## src/rtl/io_pkg.sv

```systemverilog
// Shared constants and the seven-segment hex encoder
// for the board-side display and switch controller.
package io_pkg;

  localparam int unsigned IO_ADDR  = 4096;
  localparam int unsigned N_DIGITS = 4;
  localparam logic [6:0]  SEG_BLANK = 7'h7F;

  // gfedcba, active-low
  function automatic logic [6:0] hex7seg(input logic [3:0] v);
    logic [6:0] s;
    s = SEG_BLANK;
    unique case (v)
      4'h0: s = 7'h40;
      4'h1: s = 7'h79;
      4'h2: s = 7'h24;
      4'h3: s = 7'h30;
      4'h4: s = 7'h19;
      4'h5: s = 7'h12;
      4'h6: s = 7'h02;
      4'h7: s = 7'h78;
      4'h8: s = 7'h00;
      4'h9: s = 7'h10;
      4'hA: s = 7'h08;
      4'hB: s = 7'h03;
      4'hC: s = 7'h46;
      4'hD: s = 7'h21;
      4'hE: s = 7'h06;
      4'hF: s = 7'h0E;
    endcase
    return s;
  endfunction

endpackage

```

## src/rtl/sw_debounce.sv

```systemverilog
// Switch synchroniser and 3-sample debouncer sharing one
// sample prescaler; pulses sw_event when any output bit flips.
module sw_debounce
  import io_pkg::*;
#(
  parameter int WIDTH  = 16,
  parameter int DB_DIV = 250000
) (
  input  logic             clk,
  input  logic             rst_n,
  input  logic [WIDTH-1:0] sw_raw,
  output logic [WIDTH-1:0] ioin,
  output logic             sw_event
);

  localparam int DW = (DB_DIV > 2) ? $clog2(DB_DIV) : 1;
  localparam logic [DW-1:0] DLAST = DW'(DB_DIV - 1);

  logic [DW-1:0]          dcnt_q, dcnt_d;
  logic [WIDTH-1:0]       s1_q, s2_q;
  logic [WIDTH-1:0][2:0]  hist_q, hist_d;
  logic [WIDTH-1:0]       ioin_q, ioin_d;
  logic                   ev_q;
  logic                   tick;

  assign tick = (dcnt_q == DLAST);

  always_comb begin
    dcnt_d = tick ? '0 : dcnt_q + 1'b1;
    hist_d = hist_q;
    ioin_d = ioin_q;
    if (tick) begin
      for (int i = 0; i < WIDTH; i++) begin
        hist_d[i] = {hist_q[i][1:0], s2_q[i]};
        if (hist_d[i] == 3'b111)
          ioin_d[i] = 1'b1;
        else if (hist_d[i] == 3'b000)
          ioin_d[i] = 1'b0;
      end
    end
  end

  always_ff @(posedge clk or negedge rst_n) begin
    if (!rst_n) begin
      s1_q   <= '0;
      s2_q   <= '0;
      dcnt_q <= '0;
      hist_q <= '0;
      ioin_q <= '0;
      ev_q   <= 1'b0;
    end else begin
      s1_q   <= sw_raw;
      s2_q   <= s1_q;
      dcnt_q <= dcnt_d;
      hist_q <= hist_d;
      ioin_q <= ioin_d;
      ev_q   <= (ioin_d != ioin_q);
    end
  end

  assign ioin     = ioin_q;
  assign sw_event = ev_q;

endmodule

```

## src/rtl/io_display_ctrl.sv

```systemverilog
// Memory-mapped I/O board controller: 4-digit multiplexed hex
// display of ioout plus debounced switches returned on ioin.
module io_display_ctrl
  import io_pkg::*;
#(
  parameter int REFRESH_DIV = 50000,
  parameter int DB_DIV      = 250000
) (
  input  logic                clk,
  input  logic                rst_n,
  input  logic [15:0]         ioout,
  input  logic [15:0]         sw_raw,
  output logic [15:0]         ioin,
  output logic                sw_event,
  output logic [N_DIGITS-1:0] an,
  output logic [6:0]          seg,
  output logic                dp
);

  localparam int CW = (REFRESH_DIV > 2) ? $clog2(REFRESH_DIV) : 1;
  localparam logic [CW-1:0] CLAST = CW'(REFRESH_DIV - 1);

  logic [CW-1:0]       cnt_q, cnt_d;
  logic [1:0]          idx_q, idx_d;
  logic [15:0]         snap_q, snap_d;
  logic [N_DIGITS-1:0] an_q, an_d;
  logic [6:0]          seg_q, seg_d;

  always_comb begin
    cnt_d  = cnt_q + 1'b1;
    idx_d  = idx_q;
    snap_d = snap_q;
    if (cnt_q == CLAST) begin
      cnt_d = '0;
      idx_d = idx_q + 2'd1;
    end
    // Latch a whole frame at once so digits never tear
    if (cnt_q == '0 && idx_q == 2'd0)
      snap_d = ioout;
    an_d  = ~(N_DIGITS'(1) << idx_q);
    seg_d = hex7seg(snap_q[{idx_q, 2'b00} +: 4]);
  end

  always_ff @(posedge clk or negedge rst_n) begin
    if (!rst_n) begin
      cnt_q  <= '0;
      idx_q  <= 2'd0;
      snap_q <= '0;
      an_q   <= '1;
      seg_q  <= SEG_BLANK;
    end else begin
      cnt_q  <= cnt_d;
      idx_q  <= idx_d;
      snap_q <= snap_d;
      an_q   <= an_d;
      seg_q  <= seg_d;
    end
  end

  assign an  = an_q;
  assign seg = seg_q;
  assign dp  = 1'b1;

  sw_debounce #(
    .WIDTH  (16),
    .DB_DIV (DB_DIV)
  ) u_sw_debounce (
    .clk      (clk),
    .rst_n    (rst_n),
    .sw_raw   (sw_raw),
    .ioin     (ioin),
    .sw_event (sw_event)
  );

endmodule
```

## config.mk

```make
export PLATFORM = sky130hd
export DESIGN_NAME = io_display_ctrl
export DESIGN_NICKNAME = d
export VERILOG_FILES = /design/src/rtl/io_pkg.sv /design/src/rtl/sw_debounce.sv /design/src/rtl/io_display_ctrl.sv
export SDC_FILE = /design/constraint.sdc
export NUM_CORES = 1
export LEC_CHECK = 0
export CAP_MARGIN = 20
export CORE_MARGIN = 3
export CORE_UTILIZATION = 45
export CTS_CLUSTER_SIZE = 25
export DETAILED_ROUTE_END_ITERATION = 6
export HOLD_SLACK_MARGIN = 0.06
export PLACE_DENSITY = 0.65
export SLEW_MARGIN = 20
export SYNTH_ARGS = -nofsm -noshare
export SYNTH_HDL_FRONTEND = slang
export SYNTH_HIERARCHICAL = 1
export SYNTH_SLANG_ARGS = --single-unit
```

## constraint.sdc

```tcl
create_clock -name clk -period 7 [get_ports clk]
set_clock_uncertainty 0.2 [all_clocks]
set_input_delay 2.1 -clock clk [delete_from_list [all_inputs] [get_ports clk]]
set_output_delay 2.1 -clock clk [all_outputs]
set_load 0.03 [all_outputs]
```

======== Yosys cells after proc, flatten, opt, wreduce, memory -nomap -nowiden ========
Memory sizes are Yosys's and may differ from the RTL's. A register that Yosys moved wholly into a read port is not among the register bits.
Cells that the tools add are included.
word-level totals
  input port bits ......................... 34
  flip-flop bits (word level) ............. 137
  output and inout port bits .............. 29
  memory bits (read-only) ................. 112
  logic and storage cells ................. 106
  memories kept ........................... 1
operators by class
  bitwise gates (word level) .............. 1
  reduce and logical (&&, ||, !) cells .... 20
  $add $sub $neg .......................... 3
  shift-type cells ........................ 2
  multiplexer cells ....................... 35
  eq/ne operators ......................... 19
memories
  name              depth  bits a word  read ports  clocked after memory_dff  wr ports  RTL line      source
  (name not given)  16     7            1           1                         0         io_pkg.sv:13  unique case (v)
operator list
  cell                                                               number
  3-bit == test, second input constant                               16
  3-bit zero test                                                    16
  1-bit two-way mux                                                  32
  16-bit two-way mux                                                 2
  18-bit by 1-bit adder with 18-bit output, second input constant    1
  18-bit == test, second input constant                              1
  18-bit two-way mux                                                 1
  16-bit by 1-bit adder with 16-bit output, second input constant    1
  16-bit == test, second input constant                              1
  16-bit zero test                                                   1
  16-bit != test                                                     1
  16-bit by 5-bit indexed part select with 4-bit output              1
  4-bit NOT                                                          1
  1-bit by 2-bit left shift with 4-bit output, first input constant  1
  2-bit by 1-bit adder with 2-bit output, second input constant      1
  2-bit zero test                                                    1
  1-bit logical AND                                                  1
  1-bit zero test                                                    1

======== Depth between registers and ports, before layout ========
Gate-level depths: netlist of run 1.
  depth after elaboration ................. 5
  gate-level depth with buffers ........... 7
  depth with buffers taken out ............ 6

======== Modules after synthesis ========
Netlist of run 1, hierarchy kept.
by module, submodules not included
  module           times used  cells each  seq. area each (sq um)  area each (sq um)
  sw_debounce      1           313         2477.4                  4122.7
  io_display_ctrl  1           176         1139.8                  2160.8

======== Worst setup path before layout of run 1 ========
Ideal clock, no wire load.
  kind .................................... flip-flop to output port
  start ................................... register an_q[0] (netlist: an[0])
  end ..................................... output an[0]
  path buffers ............................ 0
  setup slack ............................. 4112 ps
  required time ........................... 4700 ps
  stages on the path, launching flop included .. 1
  arrival time ............................ 588 ps
  path through ............................ dfstp_2
RTL lines
  item                    RTL line               source
  start, declared         io_display_ctrl.sv:26  logic [N_DIGITS-1:0] an_q, an_d;
  start signal, assigned  io_display_ctrl.sv:55  an_q <= an_d;
  end, declared           io_display_ctrl.sv:15  output logic [N_DIGITS-1:0] an,
No word-level cell between the ends.

======== Worst setup path in the final report of run 1 ========
  start ................................... register an_q[0] (netlist: an[0])
  end ..................................... output an[0]
No word-level cell between the ends.

==> qor.yml, run 1 <==
clock_network:
  cts_buffers: 17
  clock_sinks: 144
  insertion_delay_ns: 0.42
  h-tree-depth: 4
  clockBufferDepth: 2
  cts-root-buf: "clkbuf_16"
  cts_setup_buffers: 0
  cts_resized: 0
  cts_tree: "built"
  hold_buffers: 0
  clkTransAtPathRegs_ns: 0.06
synthesis:
  synth_cell_types: 54
  yosysWarningCount: 6
  synthArstFlopShare_pct: 100
  synth-edff-count: 0
  seq_area_frac_synth_pct: 57.6
  avgSynthCellArea_um2: 12.8
  synth_fp_nets: 536
  synthCells: 489
  synthFlopType: "dfrtp_1"
  synth_area_mm2: 0.00628
  ys_ff_latch: 144
global_routing:
  grt_antenna_before_repair: 0
  grt_overflow: 0
  grt_max_degree: 116
  grt_pass1_wl_mm: 21.1
  grt_pass1_vias: 4231
  grt_usage_pct: 17.7
critical_path:
  path_class: "flip-flop to primary output"
  path_cells: "clkdlybuf4s50_1"
  crit_path_start_kind: "flip-flop"
  crit_fanout: 1
  crit_buf_inv: 1
  cpMaxStageDelayCell: "clkdlybuf4s50_1"
  required_ns: 4.70
  cp_data_arrival_time_ns: 1.60
  max_stage_delay_ns: 0.66
  path_delay_family: "buffers and inverters"
  critPathCaptureType: "primary output"
pwr:
  power_leakage_nw: 3.27
  ir_worst_vdd_uv: 166
  power.density_mw_per_mm2: 248
timing:
  maxSlewHeadroom_pct: 38.1
  fmax_ghz: 0.256
  rsz0062_at_grt: "false"
  finalCritPeriodShare_pct: 55.7
  fin_crit_ns: 3.90
  setup_viol: 0
  drv_slew: 0
  fin_tns_setup_ns: 0
  setup_slack_ns: 3.10
  hold_viol: 0
  tightest_slew_ns: 0.928
drt:
  routed_wl_mm: 12.6
  vias: 4125
  drtAntennaViolNets: 0
  vias_per_cell: 5.55
  drt_iter0_drc: 238
  routedWlPerCell_um: 17.0
  drc: 0
  firstDrtPassIters: 5
finish:
  diodes: 0
  final_util_pct: 57.0
  drive_gt1_share_pct: 18.9
  final_nets: 601
  fill_cells: 1131
  syn_to_final_growth_pct: 22.0
floorplan:
  die_h_um: 124
  core_mm2: 0.0135
  row_count: 42
  die_area_mm2: 0.0154
  start_util_pct: 46.7
  ios: 63
  die_x_um: 124
worst_hold_path:
  hp-class: "flip-flop to flip-flop"
flow_run:
  cap_violations: 0
run_status:
  status: "completed"
placement:
  gp_congestion: 0.802
  io_buffers: 61
  hpwl_mm: 8.06
  pre_cts_ws_ns: 3.47
==> placed cells by master (no fill, tap or decap), types with 2 or more instances in the layout <==
master and n:
mux4_2 3, clkinv_2 4, nand2_1 32, nor4b_1 17
o21ai_1 2, and2_1 2, nand4b_1 15, o21a_1 3
and3_1 4, o41ai_1 16, nor2_1 19, inv_1 14
and4_1 4, clkbuf_8 5, xor2_1 9, nand3_1 28
o22ai_1 2, mux2_2 37, a21oi_1 3, nor2b_1 3
clkbuf_16 17, dfrtp_1 133, ha_1 13, buf_4 5
xnor2_1 18, dfstp_2 11, o211ai_1 16, or4_1 4
bufinv_16 4, nor3_1 7, clkdlybuf4s50_1 60, mux2_4 13
nand4_1 13, nor4_1 6
==> power by group <==
| part | total [mW] | leakage [nW] | switching (mW) | internal, mW |
|---|---|---|---|---|
| logic | 0.0690 | 1.12 | 0.0365 | 0.0325 |
| registers | 0.863 | 1.83 | 0.0107 | 0.853 |
| clock network | 0.967 | 0.316 | 0.335 | 0.632 |
==> flip-flops by register name, indices dropped and copies added (netlist names) <==
register                count
seg                         7
cnt_q                      16
u_sw_debounce/dcnt_q       18
u_sw_debounce/s1_q         16
an                          4
u_sw_debounce/s2_q         16
idx_q                       2
u_sw_debounce/ioin         16
snap_q                     16
u_sw_debounce/hist_q       32
u_sw_debounce/sw_event      1
==> per-layer routing <==
layer | share of wire (%) | global-route usage [%] | wire (um) | vias to the layer above
li1 | - | - | - | 1944
met2 | 47 | 27.8 | 5920 | 94
met1 | 47 | 23.4 | 5910 | 2073
met4 | 0.88 | 5.00 | 111 | 0
met3 | 5.3 | 6.04 | 665 | 14
met5 | 0 | 0 | 0 | -
==> through the flow <==
stage               hold slack [ns]  cell area [um^2]  instances  power, mW
floorplan                     0.131              6280        489      0.901
global placement              0.133              7020        711      0.946
detailed placement            0.135              7020        711      0.948
CTS                           0.143              7660        743       1.92
global route                  0.151              7660        743       1.98
finish                        0.142              7660        743       1.90
==> layout make-up <==
class | count | area (um^2) | area share, %
clock inverters | 10 | 156 | 2.04
flip-flops and latches | 144 | 3620 | 47.2
repair buffers | 66 | 652 | 8.51
multi-input cells | 311 | 2480 | 32.4
clock buffers | 22 | 484 | 6.32
inverters | 14 | 52.6 | 0.686
well taps | 176 | 220 | 2.87
==> cells by family (layout without fill, tap and decap cells) <==
| kind of cell | Yosys count | count (layout) | synth area share [%] |
|---|---|---|---|
| muxes | 56 | 56 | 11.6 |
| buffers and inverters | 34 | 112 | 2.95 |
| DFF | 144 | 144 | 57.6 |
| and+or+nand+nor | 162 | 162 | 15.2 |
| other | 1 | 1 | 0.0597 |
| xor gates and xnor gates | 27 | 27 | 3.76 |
| AOI/OAI and AO/OA | 52 | 52 | 6.33 |
| adders and majority gates | 13 | 13 | 2.59 |
==> final timing paths <==
| path | start | to | slack, ns | depth (start not counted) |
|---|---|---|---|---|
| min | u_sw_debounce/s1_q[4] | u_sw_debounce/s2_q[4] | 0.14 | 0 |
| max in group asynchronous | rst_n | u_sw_debounce/s1_q[12] | 4.15 | 2 |
| min reg2reg | u_sw_debounce/s1_q[4] | u_sw_debounce/s2_q[4] | 0.14 | 0 |
| max reg2reg | u_sw_debounce/dcnt_q[0] | u_sw_debounce/hist_q[18] | 3.80 | 6 |
| min in group asynchronous | rst_n | u_sw_debounce/hist_q[28] | 1.55 | 1 |
| max | an[0] | an[0] | 3.10 | 1 |
==> cell usage after synthesis (2+ instances only) <==
cell type,count,area share (%)
o41ai_1,16,2.2
and2_1,2,0.20
clkbuf_1,7,0.42
inv_1,14,0.84
nor4b_1,17,2.4
xor2_1,9,1.3
buf_2,4,0.32
nand4b_1,15,2.1
nand2_1,32,1.9
buf_4,4,0.48
nor2_1,19,1.1
a21oi_1,3,0.24
dfrtp_1,133,53
dfstp_2,11,4.6
mux4_2,3,1.1
xnor2_1,18,2.5
mux2_2,37,6.6
or4_1,4,0.48
nand4_1,13,1.3
and4_1,4,0.56
nor2b_1,3,0.30
o22ai_1,2,0.20
nand3_1,28,2.2
ha_1,13,2.6
o21a_1,3,0.36
nor3_1,7,0.56
o211ai_1,16,1.9
o21ai_1,2,0.16
mux2_4,13,3.1
and3_1,4,0.40
buf_6,5,0.90
nor4_1,6,0.60
No activity file was read; power rests on OpenSTA's default activity.
==> run 2: changes to the inputs <==
==> constraint.sdc (replaced) <==
create_clock -name clk -period 3.8 [get_ports clk]
set_clock_uncertainty 0.2 [all_clocks]
set_input_delay 1.14 -clock clk [delete_from_list [all_inputs] [get_ports clk]]
set_output_delay 1.14 -clock clk [all_outputs]
set_load 0.03 [all_outputs]
==> run 2 against run 1 <==
Net effect: first-iteration DRC count grew 26%; non-clock buffer count grew 2; clock power grew 96%; via count shrank 0.24%; flip-flop and latch count is the same; critical path depth is the same; final cell count grew 0.27%; cell area grew 0.83%; core utilization grew 0.47 points; highest routed layer unchanged; hold slack is essentially flat; global-route usage shrank 0.17 points; largest cell class unchanged; sequential power grew 84%.
==> qor.yml, run 2 (synthesis gave the netlist of run 1 again) <==
global_routing:
  grt_pass1_wl_mm: 20.7  # -2.1%
  grt_antenna_before_repair: 0  # unchanged
  grt_max_degree: 71  # -39%
  grt_pass1_vias: 4197  # -0.80%
  grt_usage_pct: 17.5  # -0.17 points
  grt_overflow: 0  # unchanged
finish:
  seq_area_mm2: 0.00362  # unchanged
  syn_to_final_growth_pct: 23.0
  fill_cells: 1092  # -3.4%
  diodes: 0  # unchanged
  largestRegisters: "u_sw_debounce/hist_q x32, u_sw_debounce/dcnt_q x18"
  layout.cells.non_filler: 745  # +0.27%
  drive_gt1_share_pct: 19.0  # +0.11 points
  final_nets: 603  # +0.33%
  final_common_cell: "dfrtp_1"
  largest_register_ff_count: 32  # unchanged
  design_area_mm2: 0.00773  # +0.83%
  multi_input_area_mm2: 0.00248  # unchanged
  top_register: "u_sw_debounce/hist_q"
  final_cell_mix: "133 x dfrtp_1, 60 x clkdlybuf4s50_1, 37 x mux2_2"
floorplan:
  ios: 63  # unchanged
  core_mm2: 0.0135  # unchanged
  start_util_pct: 46.7  # unchanged
  die_area_mm2: 0.0154  # unchanged
  die_x_um: 124  # unchanged
  die_h_um: 124  # unchanged
  row_count: 42  # unchanged
critical_path:
  cp_data_arrival_time_ns: 1.60  # about the same
  crit_fanout: 1  # unchanged
  path_cells: "clkdlybuf4s50_1"
  crit_buf_inv: 1  # unchanged
  crit_path_start_kind: "flip-flop"
  path_class: "flip-flop to primary output"
  path_delay_family: "buffers and inverters"
  required_ns: 2.46  # -2.24 ns
  cpMaxStageDelayCell: "clkdlybuf4s50_1"
  critPathCaptureType: "primary output"
  max_stage_delay_ns: 0.67  # about the same
clock_network:
  hold_buffers: 0  # unchanged
  cts-root-buf: "clkbuf_16"
  insertion_delay_ns: 0.43  # about the same
  h-tree-depth: 4  # unchanged
  cts_setup_buffers: 0  # unchanged
  clockBufferDepth: 2  # unchanged
  cts_resized: 0  # unchanged
  clock_sinks: 144  # unchanged
  clkTransAtPathRegs_ns: 0.06  # about the same
  cts_buffers: 17  # unchanged
  cts_tree: "built"
pwr:
  p_seq_share_pct: 43.9  # -1.6 points
  power.density_mw_per_mm2: 469  # +89%
  netSwitchingFraction_pct: 19.5  # -0.56 points
  power_leakage_nw: 3.29  # +0.74%
  p_sw_uw: 708  # +85%
  ir_worst_vdd_uv: 428  # +160%
  total_power_mw: 3.62  # +91%
  p_int_mw: 2.91  # +92%
  p_clk_share_pct: 52.5  # +1.6 points
  comb_power_share_pct: 3.5  # about the same
placement:
  dp_cells: 713  # +0.28%
  gp_congestion: 0.849  # +5.9%
  hpwl_mm: 8.00  # -0.74%
  io_buffers: 61  # unchanged
  placedInstanceArea_mm2: 0.00705  # +0.39%
drt:
  vias: 4115  # -0.24%
  drtAntennaViolNets: 0  # unchanged
  routed_wl_mm: 12.4  # -1.3%
  drt_iter0_drc: 300  # +26%
  vias_per_cell: 5.52  # -0.51%
  firstDrtPassIters: 4  # -1
  drc: 0  # unchanged
  routedWlPerCell_um: 16.7  # -1.5%
timing:
  fmax_ghz: 0.340
  rsz0062_at_grt: "false"
  fin_crit_ns: 2.94
  tightest_slew_ns: 0.788  # -0.141 ns
  fin_tns_setup_ns: 0  # unchanged
  maxSlewHeadroom_pct: 47.4  # +9.3 points
  drv_slew: 0  # unchanged
  setup_viol: 0  # unchanged
  hold_viol: 0  # unchanged
  finalCritPeriodShare_pct: 77.4
  whs_ns: 0.141  # -0.000134 ns
flow_run:
  cap_violations: 0  # unchanged
worst_hold_path:
  hp-class: "flip-flop to flip-flop"
run_status:
  status: "completed"
run 2: changes by cell type in the layout (fill, tap and decap cells not counted):
cell        delta
buf_12         +1
clkbuf_1       +1
buf_4          +1
clkinv_2       -2
buf_6          +1
clkbuf_8       -2
clkinv_4       -1
clkinvlp_4     +1
bufinv_16      +2
run 2: per-stage QoR:
stage / worst slack [ns] / utilization [%]
3_3_place_gp: 1.29 / 52.4
4_1_cts: 0.828 / 57.4
6_report: 0.857 / 57.4
3_5_place_dp: 1.23 / 52.4
5_1_grt: 0.804 / 57.4
2_1_floorplan: 1.56 / -
run 2: area by class of cell:
class	count	share of cell area [%]
Clock buffer	22	6.14
Clock inverter	10	2.66
Inverter	14	0.680
Multi-Input combinational cell	311	32.1
Sequential cell	144	46.8
Tap cell	176	2.85
Timing Repair Buffer	68	8.76
run 2: path summary, 6_finish.rpt:
| path | cells past startpoint | start | endpoint | slack (ns) |
|---|---|---|---|---|
| worst max register to register | 6 | u_sw_debounce/dcnt_q[0] | u_sw_debounce/hist_q[31] | 1.19 |
| max in group asynchronous | 2 | rst_n | seg[2] | 2.05 |
| worst min-delay path | 0 | u_sw_debounce/s1_q[8] | u_sw_debounce/s2_q[8] | 0.14 |
| worst max-delay path | 1 | an[0] | an[0] | 0.86 |
| min in group asynchronous | 1 | rst_n | u_sw_debounce/hist_q[36] | 0.52 |
| worst min register to register | 0 | u_sw_debounce/s1_q[8] | u_sw_debounce/s2_q[8] | 0.14 |
run 2: power by group through the flow:
stage	sequential (mW)	clock (mW)	combinational, mW
2_1_floorplan	1.63	0	0.0339
3_3_place_gp	1.62	0	0.128
3_5_place_dp	1.62	0	0.131
4_1_cts	1.59	1.94	0.132
5_1_grt	1.59	2.01	0.141
6_report	1.59	1.90	0.128
run 2: layer usage:
metal | routed length (um) | vias to the layer above | share of wire [%] | GRT usage, %
met5 | 0 | - | 0 | 0
met4 | 107 | 0 | 0.86 | 6.23
met3 | 675 | 9 | 5.4 | 6.49
met2 | 6020 | 88 | 48 | 26.8
li1 | - | 1940 | - | -
met1 | 5650 | 2078 | 45 | 23.0
